`src/rtl/int_req_if.sv`:
```
// rtl/int_req_if.sv - interrupt request controller bus interface
// The core/system side uses master; the controller uses slave.
interface int_req_if #(
   parameter int NUM_SRC = 4
);
   logic [NUM_SRC-1:0] src_in;
   logic               mask_we;
   logic [NUM_SRC-1:0] mask_wdata;
   logic               int_ack;
   logic               int_ret;
   logic               interrupter;
   logic [2:0]         int_id;
   logic [31:0]        int_vector;
   logic [NUM_SRC-1:0] pending;
   logic [NUM_SRC-1:0] mask;
   logic               busy;

   modport master (
      output src_in, mask_we, mask_wdata, int_ack, int_ret,
      input  interrupter, int_id, int_vector, pending, mask, busy
   );

   modport slave (
      input  src_in, mask_we, mask_wdata, int_ack, int_ret,
      output interrupter, int_id, int_vector, pending, mask, busy
   );
endinterface

```
`src/rtl/int_req_ctrl.sv`:
```
// rtl/int_req_ctrl.sv - interrupt request controller for the mips core
// Synchronizes and edge-detects sources, latches pending, masks, arbitrates and holds one request.
module int_req_ctrl #(
   parameter int          NUM_SRC    = 4,
   parameter logic [31:0] VEC_BASE   = 32'h0000_0100,
   parameter logic [31:0] VEC_STRIDE = 32'h0000_0010
) (
   input logic     clk,
   input logic     rst,
   int_req_if.slave bus
);
   typedef enum logic [1:0] {
      S_IDLE    = 2'd0,
      S_REQ     = 2'd1,
      S_SERVICE = 2'd2
   } state_t;

   localparam logic [NUM_SRC-1:0] L_ONE = NUM_SRC'(1);

   state_t             r_state;
   state_t             w_state_nxt;
   logic [NUM_SRC-1:0] r_s1;
   logic [NUM_SRC-1:0] r_s2;
   logic [NUM_SRC-1:0] r_s3;
   logic [NUM_SRC-1:0] r_pending;
   logic [NUM_SRC-1:0] r_mask;
   logic [2:0]         r_int_id;
   logic               r_interrupter;

   logic [NUM_SRC-1:0] w_edge;
   logic [NUM_SRC-1:0] w_req;
   logic [NUM_SRC-1:0] w_clr;
   logic [NUM_SRC-1:0] w_pending_nxt;
   logic [2:0]         w_sel_id;
   logic               w_commit;

   assign w_edge = r_s2 & ~r_s3;
   assign w_req  = r_pending & r_mask;

   // Descending scan so the lowest requesting index wins.
   always_comb begin
      w_sel_id = 3'd0;
      for (int i = NUM_SRC - 1; i >= 0; i--) begin
         if (w_req[i]) begin
            w_sel_id = 3'(i);
         end
      end
   end

   always_comb begin
      w_state_nxt = r_state;
      w_commit    = 1'b0;
      w_clr       = '0;
      case (r_state)
         S_IDLE: begin
            if (|w_req) begin
               w_commit    = 1'b1;
               w_state_nxt = S_REQ;
            end
         end
         S_REQ: begin
            if (bus.int_ack) begin
               w_clr       = L_ONE << r_int_id;
               w_state_nxt = S_SERVICE;
            end
         end
         S_SERVICE: begin
            if (bus.int_ret) begin
               w_state_nxt = S_IDLE;
            end
         end
         default: w_state_nxt = S_IDLE;
      endcase
   end

   // A new edge overrides the ack clear on the same bit.
   assign w_pending_nxt = (r_pending & ~w_clr) | w_edge;

   always_ff @(posedge clk or posedge rst) begin
      if (rst) begin
         r_state       <= S_IDLE;
         r_s1          <= '0;
         r_s2          <= '0;
         r_s3          <= '0;
         r_pending     <= '0;
         r_mask        <= '1;
         r_int_id      <= 3'd0;
         r_interrupter <= 1'b0;
      end else begin
         r_state       <= w_state_nxt;
         r_s1          <= bus.src_in;
         r_s2          <= r_s1;
         r_s3          <= r_s2;
         r_pending     <= w_pending_nxt;
         r_interrupter <= (w_state_nxt == S_REQ);
         if (bus.mask_we) begin
            r_mask <= bus.mask_wdata;
         end
         if (w_commit) begin
            r_int_id <= w_sel_id;
         end
      end
   end

   assign bus.interrupter = r_interrupter;
   assign bus.int_id      = r_int_id;
   assign bus.int_vector  = VEC_BASE + (32'(r_int_id) * VEC_STRIDE);
   assign bus.pending     = r_pending;
   assign bus.mask        = r_mask;
   assign bus.busy        = (r_state != S_IDLE);
endmodule

```
`src/flat_wrapper.sv`:
```
// flat-port wrapper written by rule: the top's interface ports become plain ports
module int_req_ctrl_flat 
#(
   parameter int          NUM_SRC    = 4,
   parameter logic [31:0] VEC_BASE   = 32'h0000_0100,
   parameter logic [31:0] VEC_STRIDE = 32'h0000_0010
)
  (clk, rst, bus_src_in, bus_mask_we, bus_mask_wdata, bus_int_ack, bus_int_ret, bus_interrupter, bus_int_id, bus_int_vector, bus_pending, bus_mask, bus_busy);
  int_req_if #(.NUM_SRC(NUM_SRC)) bus_i ();
  input logic clk;
  input logic rst;
  input wire logic [$bits(bus_i.src_in)-1:0] bus_src_in;
  input wire logic [$bits(bus_i.mask_we)-1:0] bus_mask_we;
  input wire logic [$bits(bus_i.mask_wdata)-1:0] bus_mask_wdata;
  input wire logic [$bits(bus_i.int_ack)-1:0] bus_int_ack;
  input wire logic [$bits(bus_i.int_ret)-1:0] bus_int_ret;
  output wire logic [$bits(bus_i.interrupter)-1:0] bus_interrupter;
  output wire logic [$bits(bus_i.int_id)-1:0] bus_int_id;
  output wire logic [$bits(bus_i.int_vector)-1:0] bus_int_vector;
  output wire logic [$bits(bus_i.pending)-1:0] bus_pending;
  output wire logic [$bits(bus_i.mask)-1:0] bus_mask;
  output wire logic [$bits(bus_i.busy)-1:0] bus_busy;
  assign bus_i.src_in = bus_src_in;
  assign bus_i.mask_we = bus_mask_we;
  assign bus_i.mask_wdata = bus_mask_wdata;
  assign bus_i.int_ack = bus_int_ack;
  assign bus_i.int_ret = bus_int_ret;
  assign bus_interrupter = bus_i.interrupter;
  assign bus_int_id = bus_i.int_id;
  assign bus_int_vector = bus_i.int_vector;
  assign bus_pending = bus_i.pending;
  assign bus_mask = bus_i.mask;
  assign bus_busy = bus_i.busy;
  int_req_ctrl #(.NUM_SRC(NUM_SRC), .VEC_BASE(VEC_BASE), .VEC_STRIDE(VEC_STRIDE)) u_core (.clk(clk), .rst(rst), .bus(bus_i));
endmodule
```
`config.mk`:
```
export PLATFORM = sky130hd
export DESIGN_NAME = int_req_ctrl_flat
export DESIGN_NICKNAME = d
export VERILOG_FILES = /design/src/rtl/int_req_if.sv /design/src/rtl/int_req_ctrl.sv /design/src/flat_wrapper.sv
export SDC_FILE = /design/constraint.sdc
export NUM_CORES = 1
export LEC_CHECK = 0
export BUFFER_PORTS_ARGS = -buffer_cell sky130_fd_sc_hd__clkbuf_2
export CAP_MARGIN = 40
export CELL_PAD_IN_SITES_DETAIL_PLACEMENT = 0
export CELL_PAD_IN_SITES_GLOBAL_PLACEMENT = 2
export CORE_ASPECT_RATIO = 0.5
export CORE_MARGIN = 2
export CORE_UTILIZATION = 26
export CTS_BUF_LIST = sky130_fd_sc_hd__clkbuf_8 sky130_fd_sc_hd__clkbuf_16
export DETAILED_ROUTE_END_ITERATION = 8
export PLACE_DENSITY_LB_ADDON = 0.1
export SYNTH_ARGS = -nofsm -noshare
export SYNTH_HDL_FRONTEND = slang
export SYNTH_SLANG_ARGS = --single-unit
```
`constraint.sdc`:
```
create_clock -name clk -period 1.5 [get_ports clk]
set_clock_uncertainty 0.15 [all_clocks]
set_input_delay 0 -clock clk [delete_from_list [all_inputs] [get_ports clk]]
set_output_delay 0 -clock clk [all_outputs]
set_load 0.1 [all_outputs]
```
### Yosys cells after proc, flatten, opt, wreduce, memory -nomap -nowiden

Index checks and enable logic that the tools add are counted.

* add/subtract/negate cells: 1
* eq/ne operators: 3
* shifts and indexed selects: 1
* mux-type cells: 12
* bitwise logic cells: 6
* reduce and logical (&&, ||, !) cells: 3

Operator list (number)
* $mux 2: 7
* $and 4x4->4: 3
* $add 9x7->10 const A: 1
* $mux 4: 2
* $not 4->4: 2
* $pmux 2 s3: 1
* $eq 2x1->1 const B: 2
* $or 4x4->4: 1
* $reduce_or 4->1: 1
* $shl 1x3->4 const A: 1
* $eq 2x2->1 const B: 1
* $logic_not 2->1: 1
* $mux 1: 2
* $reduce_bool 2->1: 1

* bits in registers: 26
* word-level logic and storage cells: 34

### Depth between registers and ports, before layout

* depth after elaboration: 6
* mapped depth: 3
* depth with buffers taken out: 3

### Least setup slack after synthesis

No wires, ideal clock.

* path kind: register to register
* start: register u_core.r_pending[1], in the netlist u_core.bus.pending[1]
* end: register u_core.r_interrupter, in the netlist u_core.bus.interrupter
* setup time: 94 ps
* arrival: 1469 ps
* path slack: -213 ps
* stages on the path, launching flop included: 4
* clock period less this slack: 1713 ps
* path through: dfrtp_1 > a22o_1 > nor3_2 > a211oi_1

* longest elaborated chain between the ends: 5

Ends and longest elaborated chain
* start: declaration: line int_req_ctrl.sv:25 `logic [NUM_SRC-1:0] r_pending;`
* start signal: assignment: line int_req_ctrl.sv:94 `r_pending <= w_pending_nxt;`
* $and 4x4->4: line int_req_ctrl.sv:38 `assign w_req = r_pending & r_mask;`
* $reduce_or 4->1: line int_req_ctrl.sv:56 `if (|w_req) begin`
* $mux 2: line int_req_ctrl.sv:56
* $pmux 2 s3: line int_req_ctrl.sv:54 `case (r_state)`
* $eq 2x1->1: line int_req_ctrl.sv:95 `r_interrupter <= (w_state_nxt == S_REQ);`
* end signal: assignment: line int_req_ctrl.sv:95
* end: declaration: line int_req_ctrl.sv:28 `logic r_interrupter;`

No other way between the ends.
A chain may end at the register's enable or synchronous reset.

### Final worst setup path

* start: register u_core.r_state[0]
* end: output port bus_busy

* longest elaborated chain between the ends: 1

Ends and longest elaborated chain
* start: declaration: line int_req_ctrl.sv:20 `state_t r_state;`
* start signal: assignment: line int_req_ctrl.sv:90 `r_state <= w_state_nxt;`
* $reduce_bool 2->1: line int_req_ctrl.sv:110 `assign bus.busy = (r_state != S_IDLE);`
* end: declaration: line flat_wrapper.sv:22 `output wire logic [$bits(bus_i.busy)-1:0] bus_busy;`

No other way between the ends.

==> impl_metrics.env <==
export IMPL_synthArstFlopShare_pct=100.0
export IMPL_setup_tns_ps=0
export IMPL_cts_buffer_depth=2
export IMPL_synth_top_area_share_pct=46.51
export IMPL_layout_drive_gt1_share_pct=35.77
export IMPL_pre_cts_ws_ps=173.0
export IMPL_vias=727
export IMPL_tightest_slew_ps=544.5
export IMPL_maxCapViolations=0
export IMPL_syn_area_per_cell_um2=11.53
export IMPL_synth_ff_type="dfrtp_1"
export IMPL_cpPeakStageDelay_ps=480
export IMPL_drt_iter0_drc=12
export IMPL_slowest_stage="dfrtp_1"
export IMPL_gp_congestion=0.6389
export IMPL_overflow=0
export IMPL_synth_edf_count=0
export IMPL_crit_path_end_kind="output port"
export IMPL_synthTopCellsByCount="buf_4, dfrtp_1, inv_1"
export IMPL_yosys_top_cells_area="dfrtp_1, buf_4, dfstp_2"
export IMPL_slew_headroom_pct=63.85
export IMPL_areaGrowthSynthToFinish_pct=28.90
export IMPL_wl_per_cell_um=10.00
export IMPL_dr_pass1_iters=4
export IMPL_synth_most_common_cell="buf_4"
export IMPL_place_detailed_hpwl_um=1396
export IMPL_regArea_um2=653.1
export IMPL_crit_fanout=7
export IMPL_pin_count=58
export IMPL_multi_input_comb_area_um2=339.1
export IMPL_worst_ep_required_time_ps=1350
export IMPL_vias_per_cell=3.806
export IMPL_setup_viol=0
export IMPL_fp_dieW_um=97.23
export IMPL_port_buffers=26
export IMPL_crit_path_start_kind="flip-flop"
export IMPL_clk_root_buffer_cell="clkbuf_8"
export IMPL_fin_util_pct=36.01
export IMPL_r2r_setup_slack_ps=150
export IMPL_fmax_mhz=710.3
export IMPL_start_util_pct=27.94
export IMPL_status="complete, no violations"
export IMPL_synth_cell_types=19
export IMPL_slew_viol_final=0
export IMPL_path_clk_slew_ps=90
export IMPL_insertion_delay_ps=270
export IMPL_hold_viol_final=0
export IMPL_worst_slack_ps=92.23
export IMPL_ys_seq_area_share_pct=55.81
export IMPL_fill_cells=412
export IMPL_ant_nets=0
export IMPL_postCtsSetupRepairBufs=0
export IMPL_numCtsBuffers=3
export IMPL_track_usage_pct=8.064
export IMPL_clkSinkCount=25
export IMPL_crit_type="flip-flop to output port"
export IMPL_worstPathCellList="nor2_2 > inv_1 > buf_4"
export IMPL_cp_arrival_ps=1260
export IMPL_cts_max_level=1
export IMPL_syn_inst=98
export IMPL_grt_max_degree=26
export IMPL_hold_ws_ps=144.4
export IMPL_drt_total_wl_um=1910
export IMPL_cts_tree="done"
export IMPL_drc=0
export IMPL_ys_ff_latch=25
export IMPL_antenna_cells=0
export IMPL_fin_crit_ps=1408
export IMPL_synth_top_cell_by_area="dfrtp_1"
export IMPL_core_area_mm2=0.004044
export IMPL_grt_pass1_vias=614
export IMPL_fin_crit_sh_pct=93.85
export IMPL_antenna_found_initial=0
export IMPL_min_path_type="input port to asynchronous set/reset pin"
export IMPL_rsz0062_at_grt="false"
export IMPL_die_area_mm2=0.004921
export IMPL_syn_cell_area_mm2=0.001130
export IMPL_die_height_um=50.62
export IMPL_fin_nets=151
export IMPL_num_rows=16
export IMPL_synth_warning_count=0
export IMPL_grt_pass1_wl_um=3098
repair_timing:
item	4_1_cts	5_1_grt
hold buffers	12	0
endpoints found under the hold margin	38	0
setup endpoints to repair	0	1
gates resized for setup	0	1
cell families (layout without fill, tap and decap cells):
| family | Yosys count | in the layout | share of synthesized area, % |
|---|---|---|---|
| AOI/OAI and AO/OA | 19 | 19 | 10.74 |
| buffers and inverters | 40 | 50 | 24.25 |
| other | 2 | 31 | 0.6647 |
| and+or+nand+nor | 8 | 8 | 4.540 |
| muxes | 4 | 4 | 3.986 |
| DFF | 25 | 25 | 55.81 |
flip-flops by register name, indices dropped and copies added (netlist names):
| register | cells |
|---|---|
| u_core.r_state | 2 |
| u_core.bus.pending | 4 |
| u_core.r_s3 | 4 |
| u_core.r_s2 | 4 |
| u_core.bus.mask | 4 |
| u_core.bus.int_id | 2 |
| u_core.r_s1 | 4 |
| u_core.bus.interrupter | 1 |
critical path, delay by kind of cell (launching register included):
| family | cells | cell delay (ps) |
|---|---|---|
| flip-flops | 1 | 480 |
| buffers and inverters | 2 | 290 |
| AND/OR/NAND/NOR | 1 | 230 |
area by class of cell:
cell class / count / share of cell area [%]
clock buffers: 3 / 2.835
well taps: 54 / 4.639
inverters: 7 / 1.804
repair buffers: 39 / 21.99
clock inverters: 1 / 0.6014
multi-input cells: 62 / 23.28
flip-flops and latches: 25 / 44.85
layout by cell type, fill, tap and decap left out, types with 4 or more instances in the layout:
cell            n
clkbuf_2       21
conb_1         31
dlygate4sd3_1  12
dfstp_4         4
buf_12          4
o21ai_0         5
dfrtp_1        15
a21oi_1         4
mux2_2          4
inv_1           7
dfrtp_2         6
routing by layer:
layer  global-route usage (%)  part of all wire (%)  vias up
met3                    3.203                   9.1        2
met1                    10.69                    47      343
li1                         -                     -      340
met5                        0                     0        -
met2                    12.38                    43       42
met4                    2.083                  0.99        0
stage by stage:
stage               area (um^2)  cells
floorplan                  1264    127
global placement           1284    175
detailed placement         1284    175
CTS                        1454    191
global route               1456    191
finish                     1456    191
path summary, 6_finish.rpt:
check	start	depth (start not counted)	endpoint
min reg2reg	u_core.r_s1[0]	0	u_core.r_s2[0]
max reg2reg	u_core.bus.mask[1]	3	u_core.r_state[0]
min in group clk	u_core.r_s1[0]	0	u_core.r_s2[0]
min	rst	4	u_core.r_s2[0]
max	u_core.r_state[0]	3	bus_busy
max in group asynchronous	rst	4	u_core.bus.mask[3]
Power is not shown: default switching activity piles up to over one toggle a cycle in this logic, so the estimate is an artifact.
